[src/rtl/sc_statemachineplayer_if.sv]
// Signal bundle between the player-car controller and its buttons, wall sensors and shift register.
// All signals are levels sampled on the rising clock edge. There is no valid/ready handshake on this bus.
interface sc_statemachineplayer_if #(
    parameter int MOVE_CNT_WIDTH = 8
);
    logic                      SC_STATEMACHINEPLAYER_startButton_InLow;
    logic                      SC_STATEMACHINEPLAYER_leftButton_InLow;
    logic                      SC_STATEMACHINEPLAYER_rightButton_InLow;
    logic                      SC_STATEMACHINEPLAYER_leftLimit_InLow;
    logic                      SC_STATEMACHINEPLAYER_rightLimit_InLow;
    logic                      SC_STATEMACHINEPLAYER_enable_InHigh;
    logic                      SC_STATEMACHINEPLAYER_clear_OutLow;
    logic                      SC_STATEMACHINEPLAYER_load_OutLow;
    logic [1:0]                SC_STATEMACHINEPLAYER_shiftselection_Out;
    logic                      SC_STATEMACHINEPLAYER_blocked_OutHigh;
    logic [MOVE_CNT_WIDTH-1:0] SC_STATEMACHINEPLAYER_moveCount_Out;
    logic [2:0]                SC_STATEMACHINEPLAYER_state_Dbg;

    modport slave (
        input  SC_STATEMACHINEPLAYER_startButton_InLow,
        input  SC_STATEMACHINEPLAYER_leftButton_InLow,
        input  SC_STATEMACHINEPLAYER_rightButton_InLow,
        input  SC_STATEMACHINEPLAYER_leftLimit_InLow,
        input  SC_STATEMACHINEPLAYER_rightLimit_InLow,
        input  SC_STATEMACHINEPLAYER_enable_InHigh,
        output SC_STATEMACHINEPLAYER_clear_OutLow,
        output SC_STATEMACHINEPLAYER_load_OutLow,
        output SC_STATEMACHINEPLAYER_shiftselection_Out,
        output SC_STATEMACHINEPLAYER_blocked_OutHigh,
        output SC_STATEMACHINEPLAYER_moveCount_Out,
        output SC_STATEMACHINEPLAYER_state_Dbg
    );

    modport master (
        output SC_STATEMACHINEPLAYER_startButton_InLow,
        output SC_STATEMACHINEPLAYER_leftButton_InLow,
        output SC_STATEMACHINEPLAYER_rightButton_InLow,
        output SC_STATEMACHINEPLAYER_leftLimit_InLow,
        output SC_STATEMACHINEPLAYER_rightLimit_InLow,
        output SC_STATEMACHINEPLAYER_enable_InHigh,
        input  SC_STATEMACHINEPLAYER_clear_OutLow,
        input  SC_STATEMACHINEPLAYER_load_OutLow,
        input  SC_STATEMACHINEPLAYER_shiftselection_Out,
        input  SC_STATEMACHINEPLAYER_blocked_OutHigh,
        input  SC_STATEMACHINEPLAYER_moveCount_Out,
        input  SC_STATEMACHINEPLAYER_state_Dbg
    );
endinterface

[src/rtl/sc_statemachineplayer.sv]
// Player-car control FSM: init strobes, single and auto-repeat shifts, wall blocking and a move counter.
// All outputs decode registered state only.
module sc_statemachineplayer #(
    parameter int REPEAT_DELAY   = 8,
    parameter int REPEAT_PERIOD  = 4,
    parameter int CNT_WIDTH      = 26,
    parameter int MOVE_CNT_WIDTH = 8
) (
    input logic                  SC_STATEMACHINEPLAYER_CLOCK_50,
    input logic                  SC_STATEMACHINEPLAYER_RESET_InHigh,
    sc_statemachineplayer_if.slave bus
);
    typedef enum logic [2:0] {
        ST_RESET, ST_START, ST_IDLE, ST_INIT_0,
        ST_INIT_1, ST_MOVE, ST_HOLD, ST_RELEASE
    } state_t;

    // The timer counts HOLD cycles down to 1; a load of N-1 after a move lands the next slot N cycles later.
    localparam logic [CNT_WIDTH-1:0] DELAY_LD    = CNT_WIDTH'(REPEAT_DELAY - 1);
    localparam logic [CNT_WIDTH-1:0] PERIOD_LD   = CNT_WIDTH'(REPEAT_PERIOD - 1);
    localparam logic [CNT_WIDTH-1:0] PERIOD_FULL = CNT_WIDTH'(REPEAT_PERIOD);
    localparam logic [CNT_WIDTH-1:0] TIMER_ONE   = CNT_WIDTH'(1);

    state_t                    state_q, state_d;
    logic [CNT_WIDTH-1:0]      timer_q, timer_d;
    logic                      dir_q, dir_d;
    logic                      first_q, first_d;
    logic                      blocked_q, blocked_d;
    logic [MOVE_CNT_WIDTH-1:0] cnt_q, cnt_d;

    logic start_n, left_n, right_n, llim_n, rlim_n, en;
    logic dir_btn_n, dir_lim_n;

    assign start_n   = bus.SC_STATEMACHINEPLAYER_startButton_InLow;
    assign left_n    = bus.SC_STATEMACHINEPLAYER_leftButton_InLow;
    assign right_n   = bus.SC_STATEMACHINEPLAYER_rightButton_InLow;
    assign llim_n    = bus.SC_STATEMACHINEPLAYER_leftLimit_InLow;
    assign rlim_n    = bus.SC_STATEMACHINEPLAYER_rightLimit_InLow;
    assign en        = bus.SC_STATEMACHINEPLAYER_enable_InHigh;
    assign dir_btn_n = dir_q ? right_n : left_n;
    assign dir_lim_n = dir_q ? rlim_n : llim_n;

    always_ff @(posedge SC_STATEMACHINEPLAYER_CLOCK_50) begin
        if (SC_STATEMACHINEPLAYER_RESET_InHigh) begin
            state_q   <= ST_RESET;
            timer_q   <= '0;
            dir_q     <= 1'b0;
            first_q   <= 1'b0;
            blocked_q <= 1'b0;
            cnt_q     <= '0;
        end else begin
            state_q   <= state_d;
            timer_q   <= timer_d;
            dir_q     <= dir_d;
            first_q   <= first_d;
            blocked_q <= blocked_d;
            cnt_q     <= cnt_d;
        end
    end

    always_comb begin
        state_d   = state_q;
        timer_d   = timer_q;
        dir_d     = dir_q;
        first_d   = first_q;
        blocked_d = 1'b0;
        cnt_d     = cnt_q;
        case (state_q)
            ST_RESET: state_d = ST_START;
            ST_START: state_d = ST_IDLE;
            ST_IDLE: begin
                if (!start_n) begin
                    state_d = ST_INIT_0;
                end else if (en && (!left_n || !right_n)) begin
                    // Left wins when both are pressed.
                    dir_d = left_n;
                    if ((left_n ? rlim_n : llim_n)) begin
                        state_d = ST_MOVE;
                        first_d = 1'b1;
                    end else begin
                        state_d   = ST_RELEASE;
                        blocked_d = 1'b1;
                    end
                end
            end
            ST_INIT_0: begin
                cnt_d   = '0;
                state_d = ST_INIT_1;
            end
            ST_INIT_1: state_d = ST_RELEASE;
            ST_MOVE: begin
                cnt_d   = cnt_q + 1'b1;
                timer_d = first_q ? DELAY_LD : PERIOD_LD;
                first_d = 1'b0;
                state_d = ST_HOLD;
            end
            ST_HOLD: begin
                if (dir_btn_n || !en) begin
                    state_d = ST_RELEASE;
                end else if (timer_q == TIMER_ONE) begin
                    if (dir_lim_n) begin
                        state_d = ST_MOVE;
                    end else begin
                        // The blocked pulse takes the move's slot, so the next slot is a full period on.
                        blocked_d = 1'b1;
                        timer_d   = PERIOD_FULL;
                    end
                end else begin
                    timer_d = timer_q - TIMER_ONE;
                end
            end
            ST_RELEASE: begin
                if (start_n && left_n && right_n) state_d = ST_IDLE;
            end
            default: state_d = ST_IDLE;
        endcase
    end

    assign bus.SC_STATEMACHINEPLAYER_clear_OutLow       = (state_q != ST_INIT_0);
    assign bus.SC_STATEMACHINEPLAYER_load_OutLow        = (state_q != ST_INIT_1);
    assign bus.SC_STATEMACHINEPLAYER_shiftselection_Out = (state_q == ST_MOVE) ? (dir_q ? 2'b10 : 2'b01) : 2'b11;
    assign bus.SC_STATEMACHINEPLAYER_blocked_OutHigh    = blocked_q;
    assign bus.SC_STATEMACHINEPLAYER_moveCount_Out      = cnt_q;
    assign bus.SC_STATEMACHINEPLAYER_state_Dbg          = state_q;
endmodule

[src/flat_wrapper.sv]
// flat-port wrapper written by rule: the top's interface ports become plain ports
module sc_statemachineplayer_flat 
#(
    parameter int REPEAT_DELAY   = 8,
    parameter int REPEAT_PERIOD  = 4,
    parameter int CNT_WIDTH      = 26,
    parameter int MOVE_CNT_WIDTH = 8
)
  (SC_STATEMACHINEPLAYER_CLOCK_50, SC_STATEMACHINEPLAYER_RESET_InHigh, bus_SC_STATEMACHINEPLAYER_startButton_InLow, bus_SC_STATEMACHINEPLAYER_leftButton_InLow, bus_SC_STATEMACHINEPLAYER_rightButton_InLow, bus_SC_STATEMACHINEPLAYER_leftLimit_InLow, bus_SC_STATEMACHINEPLAYER_rightLimit_InLow, bus_SC_STATEMACHINEPLAYER_enable_InHigh, bus_SC_STATEMACHINEPLAYER_clear_OutLow, bus_SC_STATEMACHINEPLAYER_load_OutLow, bus_SC_STATEMACHINEPLAYER_shiftselection_Out, bus_SC_STATEMACHINEPLAYER_blocked_OutHigh, bus_SC_STATEMACHINEPLAYER_moveCount_Out, bus_SC_STATEMACHINEPLAYER_state_Dbg);
  sc_statemachineplayer_if #(.MOVE_CNT_WIDTH(MOVE_CNT_WIDTH)) bus_i ();
  input logic SC_STATEMACHINEPLAYER_CLOCK_50;
  input logic SC_STATEMACHINEPLAYER_RESET_InHigh;
  input wire logic [$bits(bus_i.SC_STATEMACHINEPLAYER_startButton_InLow)-1:0] bus_SC_STATEMACHINEPLAYER_startButton_InLow;
  input wire logic [$bits(bus_i.SC_STATEMACHINEPLAYER_leftButton_InLow)-1:0] bus_SC_STATEMACHINEPLAYER_leftButton_InLow;
  input wire logic [$bits(bus_i.SC_STATEMACHINEPLAYER_rightButton_InLow)-1:0] bus_SC_STATEMACHINEPLAYER_rightButton_InLow;
  input wire logic [$bits(bus_i.SC_STATEMACHINEPLAYER_leftLimit_InLow)-1:0] bus_SC_STATEMACHINEPLAYER_leftLimit_InLow;
  input wire logic [$bits(bus_i.SC_STATEMACHINEPLAYER_rightLimit_InLow)-1:0] bus_SC_STATEMACHINEPLAYER_rightLimit_InLow;
  input wire logic [$bits(bus_i.SC_STATEMACHINEPLAYER_enable_InHigh)-1:0] bus_SC_STATEMACHINEPLAYER_enable_InHigh;
  output wire logic [$bits(bus_i.SC_STATEMACHINEPLAYER_clear_OutLow)-1:0] bus_SC_STATEMACHINEPLAYER_clear_OutLow;
  output wire logic [$bits(bus_i.SC_STATEMACHINEPLAYER_load_OutLow)-1:0] bus_SC_STATEMACHINEPLAYER_load_OutLow;
  output wire logic [$bits(bus_i.SC_STATEMACHINEPLAYER_shiftselection_Out)-1:0] bus_SC_STATEMACHINEPLAYER_shiftselection_Out;
  output wire logic [$bits(bus_i.SC_STATEMACHINEPLAYER_blocked_OutHigh)-1:0] bus_SC_STATEMACHINEPLAYER_blocked_OutHigh;
  output wire logic [$bits(bus_i.SC_STATEMACHINEPLAYER_moveCount_Out)-1:0] bus_SC_STATEMACHINEPLAYER_moveCount_Out;
  output wire logic [$bits(bus_i.SC_STATEMACHINEPLAYER_state_Dbg)-1:0] bus_SC_STATEMACHINEPLAYER_state_Dbg;
  assign bus_i.SC_STATEMACHINEPLAYER_startButton_InLow = bus_SC_STATEMACHINEPLAYER_startButton_InLow;
  assign bus_i.SC_STATEMACHINEPLAYER_leftButton_InLow = bus_SC_STATEMACHINEPLAYER_leftButton_InLow;
  assign bus_i.SC_STATEMACHINEPLAYER_rightButton_InLow = bus_SC_STATEMACHINEPLAYER_rightButton_InLow;
  assign bus_i.SC_STATEMACHINEPLAYER_leftLimit_InLow = bus_SC_STATEMACHINEPLAYER_leftLimit_InLow;
  assign bus_i.SC_STATEMACHINEPLAYER_rightLimit_InLow = bus_SC_STATEMACHINEPLAYER_rightLimit_InLow;
  assign bus_i.SC_STATEMACHINEPLAYER_enable_InHigh = bus_SC_STATEMACHINEPLAYER_enable_InHigh;
  assign bus_SC_STATEMACHINEPLAYER_clear_OutLow = bus_i.SC_STATEMACHINEPLAYER_clear_OutLow;
  assign bus_SC_STATEMACHINEPLAYER_load_OutLow = bus_i.SC_STATEMACHINEPLAYER_load_OutLow;
  assign bus_SC_STATEMACHINEPLAYER_shiftselection_Out = bus_i.SC_STATEMACHINEPLAYER_shiftselection_Out;
  assign bus_SC_STATEMACHINEPLAYER_blocked_OutHigh = bus_i.SC_STATEMACHINEPLAYER_blocked_OutHigh;
  assign bus_SC_STATEMACHINEPLAYER_moveCount_Out = bus_i.SC_STATEMACHINEPLAYER_moveCount_Out;
  assign bus_SC_STATEMACHINEPLAYER_state_Dbg = bus_i.SC_STATEMACHINEPLAYER_state_Dbg;
  sc_statemachineplayer #(.REPEAT_DELAY(REPEAT_DELAY), .REPEAT_PERIOD(REPEAT_PERIOD), .CNT_WIDTH(CNT_WIDTH), .MOVE_CNT_WIDTH(MOVE_CNT_WIDTH)) u_core (.SC_STATEMACHINEPLAYER_CLOCK_50(SC_STATEMACHINEPLAYER_CLOCK_50), .SC_STATEMACHINEPLAYER_RESET_InHigh(SC_STATEMACHINEPLAYER_RESET_InHigh), .bus(bus_i));
endmodule
[config.mk]
export PLATFORM = sky130hd
export DESIGN_NAME = sc_statemachineplayer_flat
export DESIGN_NICKNAME = d
export VERILOG_FILES = /design/src/rtl/sc_statemachineplayer_if.sv /design/src/rtl/sc_statemachineplayer.sv /design/src/flat_wrapper.sv
export SDC_FILE = /design/constraint.sdc
export NUM_CORES = 1
export LEC_CHECK = 0
export CAP_MARGIN = 20
export CORE_UTILIZATION = 40
export CTS_BUF_LIST = sky130_fd_sc_hd__clkbuf_4
export CTS_CLUSTER_SIZE = 14
export DETAILED_ROUTE_END_ITERATION = 8
export DONT_BUFFER_PORTS = 1
export PLACE_DENSITY = 0.65
export SLEW_MARGIN = 5
export SYNTH_ARGS = -nofsm -noshare
export SYNTH_HDL_FRONTEND = slang
export SYNTH_SLANG_ARGS = --single-unit
[constraint.sdc]
create_clock -name SC_STATEMACHINEPLAYER_CLOCK_50 -period 3.36 [get_ports SC_STATEMACHINEPLAYER_CLOCK_50]
set_clock_uncertainty 0.1 [all_clocks]
set_input_delay 0 -clock SC_STATEMACHINEPLAYER_CLOCK_50 [delete_from_list [all_inputs] [get_ports SC_STATEMACHINEPLAYER_CLOCK_50]]
set_output_delay 0 -clock SC_STATEMACHINEPLAYER_CLOCK_50 [all_outputs]
set_load 0.05 [all_outputs]
* Word-level counts from Yosys, hierarchy flattened
Cells that the tools add are included.
** Cells by class
- Add/sub/neg operators :: 2
- Eq/ne operators :: 19
- Multiplexer cells :: 30
- Reductions and logical operators :: 16
** Operators with widths (count)
- 2-to-1 mux 26 bit :: 3
- one-hot mux 26 bit (2 select lines) :: 1
- equality test 26 x 1 -> 1 bit (second input constant) :: 1
- subtractor 26 x 1 -> 26 bit (second input constant) :: 1
- one-hot mux 3 bit (8 select lines) :: 1
- 2-to-1 mux 3 bit :: 7
- one-hot mux 8 bit (2 select lines) :: 1
- equality test 3 bit (second input constant) :: 4
- 2-to-1 mux 1 bit :: 12
- adder 8 x 1 -> 8 bit (second input constant) :: 1
- AND reduction 4 bit :: 2
- equality test 3 x 2 -> 1 bit (second input constant) :: 2
- 2-to-1 mux 2 bit :: 3
- != test 2 x 1 -> 1 bit (second input constant) :: 3
- != test 3 x 1 -> 1 bit (second input constant) :: 2
- != test 3 x 2 -> 1 bit (second input constant) :: 2
- != test 3 bit (second input constant) :: 2
- AND reduction 3 bit :: 2
- nonzero test 2 bit :: 3
- != test 2 bit (second input constant) :: 2
- one-hot mux 1 bit (2 select lines) :: 2
- equality test 3 x 1 -> 1 bit (second input constant) :: 1
- logical AND 1 bit :: 3
- logical NOT 1 bit :: 3
- other kinds (2) :: 3
** Storage, ports and cells
- Bits in registers :: 40
- Output and inout bits :: 16

* Depth between registers and ports, before layout
Gate-level depths: netlist (run 1).
- Depth in word-level cells :: 6
- Depth in mapped cells :: 8

* Least setup slack after synthesis (run 1)
Ideal clock, no wire load.
- Path kind :: reg-to-reg
- Start :: register u_core.state_q[0], in the netlist u_core.bus.SC_STATEMACHINEPLAYER_state_Dbg[0]
- End :: register u_core.timer_q[18]
- Library setup time :: 0.080 ns
- Arrival :: 2.246 ns
- Data required time :: 3.180 ns
- Path slack :: 0.934 ns
- Stages on the path, launching flop included :: 8
- Buffers on the path :: 2
- Cells stage by stage :: dfxtp_1 and3b_1 clkbuf_1 a41o_1 clkbuf_2 nand2_2 or4_1 a211oi_2
** On the way
- Word-level cells in the longest chain between the ends :: 3
- Elaborated cells between the ends (all ways) :: 7
- Classes of those cells :: eq/ne: 4; mux: 1; reduce/logical: 2
** Ends and longest elaborated chain
- start: declaration :: line sc_statemachineplayer.sv:24 : state_t state_q, state_d;
- start signal: assignment :: line sc_statemachineplayer.sv:52 : state_q <= state_d;
- equality test 3 bit :: line sc_statemachineplayer.sv:68 : case (state_q)
- != test 3 bit (no source line) (tied with other cells)
- AND reduction 3 bit (no source line)
- end signal: assignment :: line sc_statemachineplayer.sv:53 : timer_q <= timer_d;
- end: declaration :: line sc_statemachineplayer.sv:25 : logic [CNT_WIDTH-1:0] timer_q, timer_d;
Parallel ways exist; a longest one is shown, timed or not.
A chain may end at the register's enable or synchronous reset.

* Worst setup path in the final report (run 1)
- Start :: register u_core.timer_q[4]
- End :: register u_core.state_q[1], in the netlist u_core.bus.SC_STATEMACHINEPLAYER_state_Dbg[1]
** On the way
- Word-level cells in the longest chain between the ends :: 3
** Ends and longest elaborated chain
- equality test 26 x 1 -> 1 bit :: line sc_statemachineplayer.sv:100 : end else if (timer_q == TIMER_ONE) begin
- != test 3 x 1 -> 1 bit (no source line)
- AND reduction 4 bit (no source line)
No other way between the ends.

==> results.md, run 1 <==
- Synthesis-stage register bit count: 40
- Hold path cells: 3
- Synthesized area per cell: 8.458 µm²
- Commonest non-fill, non-tap cell in the layout: dfxtp_1
- Register area: 800.8 µm²
- Final Wtd Congestion: between 0.7 and 0.8
- Startpoint Class: flop
- Crit path time final: between 2 and 3 ns
- Placement row count: 28
- GR Util met2: 31.71%
- Sum of negative setup slack: 0 ns
- Global-route met1 utilization: around a quarter
- Initial DRC count: around 140
- Initial antenna violation count: 0
- PostCTS Resize Cnt: 0
- Peak supply drop: 229.6 µV
- Register area share after synthesis: 32.99%
- Worst-margin pin slew: 0.7153 ns
- Clk slew on worst S/H paths: around 0.13 ns
- Clk Tree Root Cell: clkbuf_4
- Cell Area, Synth: 0.002427 mm²
- Area delta synth->final: 11.75%
- Die Height: 79.90 µm
- Main synth FF type: dfxtp_1
- Final-report hold violation count: 0
- Layout cells sized above 1: roughly 14%
- Max Root-Sink Buffers: 2
- Core area: 0.005886 mm²
- Cells after Synth: 287
- Internal power: between 700 and 800 µW
- Vias in the first global route: 2,045
- Hold_ws: 0.01066 ns
- CP required: 3.51 ns
- Starting Density: 41.24%
- IO buf count: 0
- Avg Vias per Cell: 6.121
- Nets: roughly 300
- # DRC: 0
- Drt pass-1 iters: 4
- Internal reg-to-reg setup slack: around 0.5 ns
- Avg WL per Cell: 15.58 µm
- Post-CTS Setup Bufs: 0
- Worst r2r src: u_core.timer_q[4]$_SDFFE_PP0P_
- # setup viols final: 0
- Combinational share of power: 24.2%
- Worst R2R End: u_core.bus.SC_STATEMACHINEPLAYER_state_Dbg[1]$_SDFFE_PP0P_
- HP Start: bus_SC_STATEMACHINEPLAYER_enable_InHigh
- Sw power: around 350 µW
- Clk Latency, worst-skew pair: about 0.35 ns
- Sequential power share: a little under half
- Max Freq: 0.3493 GHz
- Total track usage: between 10% and 20%
- Syn_nets: 298
- Hold_buf cts: 14
- Die area: 0.006384 mm²
- CTS tree: done
- Clk pwr share: ~30%
- ANT cells: 0
- Place WS: 0.7554 ns
- Ports: 24
- HPWL Detailed: 3.771 mm
- Commonest non-fill, non-tap cells in the layout: 40 x dfxtp_1, 22 x nor2_1, 20 x a21oi_1
- Ys async rst share: 0%
- First-pass GRT wire length: between 9 and 10 mm
- Setup crit end kind: flop
- Detail Route Antenna Nets: 0
- Die Span X: roughly 80 µm
- CTS buffer count: 5
- Largest net degree at the start of global routing: 42
- Final setup margin: 0.4975 ns
- EDFF count, synth: 0
- Synth cell types: 56
- Switching part of the total: 31.30%
- Met3 Use GR: 3.429%
- Vias: between 2,000 and 2,500
- RSZ-0062 raised after global routing: false
- H-Tree Depth: 2
- Status: finished clean
- Power density over the cells: ~400 mW/mm²
- Crit path DAT: roughly 3.0 ns
- Clock sink count: 40
- Multi-input logic area: 0.001505 mm²
- Reg2reg path depth: 6
- Gr ovfl total: 0
- Slew headroom: 51.87%
- Worst Path Max Fanout: 6
- MaxCap Viol Count: 0
- WS Path Type: flop to flop
- Fill cells: 556
- Fin. max-slew vios: 0
- Leakage: between 0.9 and 1 nW
- Final WL: 5.812 mm
- Layer with the highest usage: met2
- Tcrit/Tclk final: 85.19%
- Hold path endpoint: u_core.timer_q[2]$_SDFFE_PP0P_
- Ys Warns: 0
- Hold crit path type: input pin to flop
-- how the worst max path moves through the flow --
stage | end | slack, ns | start | cells after the start
2_1_floorplan | u_core.timer_q[18]$_SDFFE_PP0P_ | 0.93 | u_core.bus.SC_STATEMACHINEPLAYER_state_Dbg[0]$_SDFFE_PP0P_ | 7
6_report | u_core.bus.SC_STATEMACHINEPLAYER_state_Dbg[1]$_SDFFE_PP0P_ | 0.50 | u_core.timer_q[4]$_SDFFE_PP0P_ | 6
3_5_place_dp | u_core.timer_q[11]$_SDFFE_PP0P_ | 0.76 | u_core.timer_q[12]$_SDFFE_PP0P_ | 6
5_1_grt | u_core.bus.SC_STATEMACHINEPLAYER_state_Dbg[1]$_SDFFE_PP0P_ | 0.36 | u_core.timer_q[4]$_SDFFE_PP0P_ | 6
4_1_cts | u_core.bus.SC_STATEMACHINEPLAYER_state_Dbg[1]$_SDFFE_PP0P_ | 0.54 | u_core.timer_q[4]$_SDFFE_PP0P_ | 6
3_3_place_gp | u_core.timer_q[11]$_SDFFE_PP0P_ | 0.78 | u_core.timer_q[12]$_SDFFE_PP0P_ | 6
-- layout make-up --
class | count | share of cell area, %
sequential | 40 | 29.52
inverter | 8 | 1.107
clock buffer | 6 | 1.661
clock inverter | 2 | 1.292
multi-input combinational | 221 | 55.49
tap | 75 | 3.459
timing repair buffer | 21 | 7.472
-- power by group through the flow --
stage | registers [mW] | clock network, mW | logic, mW
floorplan | 0.525 | 0 | 0.195
global placement | 0.516 | 0 | 0.237
detailed placement | 0.516 | 0 | 0.237
CTS | 0.506 | 0.339 | 0.266
global route | 0.510 | 0.361 | 0.290
finish | 0.506 | 0.329 | 0.267
-- synthesized netlist by cell type, types with 3 or more instances --
cell type / instances / area, µm²
o21ai_0: 11 / 55.05
nor4_1: 3 / 18.77
or4_1: 17 / 127.6
nand2_2: 3 / 18.77
dfxtp_1: 40 / 800.8
or3_1: 10 / 62.56
o31ai_1: 13 / 97.59
a211oi_2: 5 / 62.56
buf_2: 3 / 15.01
nand2_1: 15 / 56.30
nand3_1: 11 / 55.05
inv_1: 8 / 30.03
a211oi_1: 14 / 105.1
nand3b_1: 6 / 45.04
nand4_1: 9 / 56.30
mux2i_1: 3 / 30.03
nor2_1: 22 / 82.58
or2_2: 6 / 37.54
nor3_1: 3 / 15.01
nor4_4: 4 / 85.08
clkbuf_1: 10 / 37.54
ha_1: 3 / 37.54
a311oi_1: 3 / 26.28
a21oi_1: 20 / 100.1
and3_1: 3 / 18.77
nand2b_1: 3 / 18.77
-- cell families (layout without fill, tap and decap cells) --
logic type      after synthesis  after routing  share of synthesized area [%]
compound gates               82             82                          23.97
mux                           4              4                          1.701
flops                        40             40                          32.99
simple gates                130            130                          34.07
xor+xnor                      2              2                         0.7218
fa+ha+maj                     3              3                          1.547
buf+inv                      26             37                          5.000
-- layer usage --
metal | vias up | routed length (µm)
met5 | - | 0
met4 | 0 | 44
met3 | 5 | 179
met2 | 44 | 2807
met1 | 1096 | 2781
li1 | 1138 | -
-- critical path, cell delays in order, from the launching register on --
cell and delay (ns):
dfxtp_1 0.34, or4_1 0.69, nor4_2 0.62, nand3b_1 0.17
a21oi_1 0.19, a21oi_1 0.09, dlygate4sd3_1 0.57
-- per-stage QoR --
stage | total power [mW] | std cells | util, % | cell area, µm²
6_report | 1.103 | 373 | 46.09 | 2713
5_1_grt | 1.160 | 373 | 46.09 | 2713
4_1_cts | 1.111 | 373 | 46.09 | 2713
3_5_place_dp | 0.7533 | 351 | 42.18 | 2482
3_3_place_gp | 0.7528 | 351 | 42.18 | 2482
2_1_floorplan | 0.7193 | 287 | - | 2427
-- flip-flops by register name, summed over array words and instances (netlist names) --
signal and cells:
u_core.first_q 1, u_core.timer_q 26, u_core.bus.SC_STATEMACHINEPLAYER_blocked_OutHigh 1, u_core.dir_q 1
u_core.bus.SC_STATEMACHINEPLAYER_moveCount_Out 8, u_core.bus.SC_STATEMACHINEPLAYER_state_Dbg 3
(Power assumes the default switching activity.)
==> inputs of run 2 (changes only) <==
Settings changed: ABC_AREA set to 1.
==> run 2 against run 1 <==
Sequential share of layout area fell by 2.1 points. Clock-buffer cell count fell by 1. Hold slack improved by 0.059 ns. Non-clock buffer count fell by 7. Register-to-register slack got worse by 0.25 ns. Combinational power rose to 4.2 times the previous value. Clock power rose by 3%. Wire length rose by 9.8%. First-iteration DRC count rose by 31%. Cell area rose by 7.6%. Area after synthesis rose by 11%. Critical endpoint is now u_core.timer_q[24]$_SDFFE_PP0P_. Highest routed layer unchanged.
==> results.md, run 2 <==
- Max Root-Sink Buffers: 2
- Final-report hold violation count: 0
- Layout cells sized above 1: 8.150%
- Worst-margin pin slew: 0.6871 ns
- PostCTS Resize Cnt: 0
- IO buf count: 0
- Sw power: 1.024 mW
- Hold_ws: ~0.07 ns
- Clock sink count: 40
- Crit path time final: 3.108 ns
- Slew headroom: between 50% and 60%
- Tcrit/Tclk final: 92.50%
- Commonest non-fill, non-tap cells in the layout: 115 x nand2_1, 71 x nor2_1, 62 x inv_1
- Detail Route Antenna Nets: 0
- EDFF count, synth: 0
- Main synth FF type: dfxtp_1
- # DRC: 0
- Synthesized area per cell: 6.042 µm²
- Core area: 0.006422 mm²
- Register area share after synthesis: 29.85%
- CTS tree: done
- Synth area leader: dfxtp_1
- Commonest non-fill, non-tap cell in the layout: nand2_1
- WS Path Type: flop to flop
- Worst Path Max Fanout: 14
- Cell Area, Synth: around 0.0027 mm²
- Hold path cells: 6
- Clk pwr share: between 10% and 20%
- Crit path DAT: 3.31 ns
- Vias: 2,681
- Die Height: 83.89 µm
- Switching part of the total: 50.08%
- Vias in the first global route: 2,476
- Hold crit path type: input pin to flop
- Starting Density: 41.77%
- Setup crit end kind: flop
- Leakage: 1.335 nW
- Area delta synth->final: 8.769%
- Clk Latency, worst-skew pair: 0.36 ns
- Ys async rst share: 0%
- Ports: 24
- Top cells by count, synth: 115 x nand2_1, 71 x nor2_1, 62 x inv_1
- Power, Total: 2.045 mW
- Synth top area share: 29.85%
- Internal power: 1.021 mW
- Initial antenna violation count: 0
- Sum of negative setup slack: 0 ns
- Clk Tree Root Cell: clkbuf_4
- Status: finished clean
- Startpoint Class: flop
- Largest net degree at the start of global routing: 34
- # setup viols final: 0
- Peak supply drop: 366.6 µV
- Synth area leaders: dfxtp_1 30%, nand2_1 16%, nor2_1 9.9%, nand3_1 9.1%, inv_1 8.7%
- Syn_nets: 455
- Combinational share of power: 54.7%
- Clk slew on worst S/H paths: about 0.14 ns
- Most frequent cell after synthesis: nand2_1
- Die Span X: 83.89 µm
- Cells after Synth: between 400 and 500
- Sequential power share: 28.7%
- Max reg flops: 26
- Die area: around 0.0070 mm²
- CTS buffer count: 5
- Drt pass-1 iters: 4
- Max Freq: 0.3218 GHz
- Nets: ~460
- Total track usage: 19.46%
- Initial DRC count: between 150 and 200
- H-Tree Depth: 2
- Ys Warns: 0
- Fin. max-slew vios: 0
- Fin util: 45.43%
- Reg2reg path depth: 9
- Gr ovfl total: 0
- Internal reg-to-reg setup slack: roughly 0.25 ns
- Synth cell types: 29
- Top reg by flops: u_core.timer_q
- Worst r2r src: u_core.bus.SC_STATEMACHINEPLAYER_state_Dbg[0]$_SDFFE_PP0P_
- HP Start: bus_SC_STATEMACHINEPLAYER_rightLimit_InLow
- Avg Vias per Cell: about 5.0
- RSZ-0062 raised after global routing: false
- ANT cells: 0
- MaxCap Viol Count: 0
- Final WL: 6.381 mm
- Final Wtd Congestion: 0.8428
- HPWL Detailed: 4.569 mm
- First-pass GRT wire length: ~11 mm
- Synthesis-stage register bit count: 40
- CP required: between 3 and 4 ns
- Avg WL per Cell: approximately 12 µm
- Placement row count: 29
- Power density over the cells: between 700 and 800 mW/mm²
- Hold path endpoint: u_core.first_q$_SDFFE_PP0P_
- Worst R2R End: u_core.timer_q[24]$_SDFFE_PP0P_
==> run 2: changes by cell type after synthesis, sizes merged, moves of 10 or more <==
cell    previous run  this run
or3               10         0
or4               18         0
a211oi            19         0
inv                8        67
nand2             18       117
nand3             11        52
nor2              22        81
o31ai             13         0
==> run 2: power groups by stage <==
stage,Combinational (mW),Sequential [mW],Clock (mW)
2_1_floorplan,0.854,0.620,0
3_3_place_gp,1.08,0.596,0
3_5_place_dp,1.09,0.596,0
4_1_cts,1.11,0.586,0.349
5_1_grt,1.28,0.594,0.370
6_report,1.12,0.587,0.340
==> run 2: worst max-delay path by stage <==
stage	startpoint	endpoint	cells past startpoint
floorplan	u_core.bus.SC_STATEMACHINEPLAYER_state_Dbg[2]$_SDFFE_PP0P_	flop	6
global placement	u_core.bus.SC_STATEMACHINEPLAYER_state_Dbg[0]$_SDFFE_PP0P_	u_core.timer_q[15]$_SDFFE_PP0P_	8
detailed placement	u_core.bus.SC_STATEMACHINEPLAYER_state_Dbg[0]$_SDFFE_PP0P_	u_core.timer_q[17]$_SDFFE_PP0P_	8
CTS	u_core.bus.SC_STATEMACHINEPLAYER_state_Dbg[0]$_SDFFE_PP0P_	u_core.timer_q[24]$_SDFFE_PP0P_	9
global route	u_core.bus.SC_STATEMACHINEPLAYER_state_Dbg[0]$_SDFFE_PP0P_	u_core.timer_q[24]$_SDFFE_PP0P_	9
finish	u_core.bus.SC_STATEMACHINEPLAYER_state_Dbg[0]$_SDFFE_PP0P_	u_core.timer_q[24]$_SDFFE_PP0P_	9
==> run 2: what timing repair did <==
item,in CTS,in global routing
hold endpoints to repair,28,0
setup buffers,0,0
hold buffers,12,0
==> run 2: stage by stage <==
step           cells  worst slack [ns]  area [µm²]
6_report         531            0.2521        2918
5_1_grt          531           0.08941        2918
4_1_cts          531            0.2491        2918
3_5_place_dp     511            0.8979        2713
3_3_place_gp     511            0.9937        2713
2_1_floorplan    444             1.356        2683
==> run 2: layout make-up <==
type | count | area (µm²)
fillers | 664 | 3505
multi-input cells | 325 | 1549
flip-flops and latches | 40 | 800.8
inverters | 67 | 251.5
repair buffers | 14 | 135.1
well taps | 77 | 96.34
clock inverters | 3 | 47.55
clock buffers | 5 | 37.54
==> run 2: kinds of logic after synthesis <==
group	count (synthesis)	synth area share, %
XOR/XNOR	2	0.6531
AND/OR/NAND/NOR	273	44.92
adder cells (fa/ha/maj)	3	1.399
buffers and inverters	79	12.41
flip-flops	40	29.85
AO/OA/AOI/OAI	47	10.77
==> run 2: worst max-delay path: stages, from the launching register on <==
cell           delay, ns
dfxtp_1             0.54
inv_2               0.19
nand3_2             0.11
inv_2               0.21
nand4_1             0.13
dlygate4sd3_1       0.58
nor2_1              0.35
dlygate4sd3_1       0.65
nand2_1             0.06
a21oi_1             0.11
==> run 2: routing by layer <==
metal  global-route usage (%)  part of all wire [%]  vias up
met1                    26.04                    48     1176
met4                    6.583                   1.0        0
met5                        0                     0        -
met3                    3.759                   5.4        8
li1                         -                     -     1433
met2                    31.22                    45       64
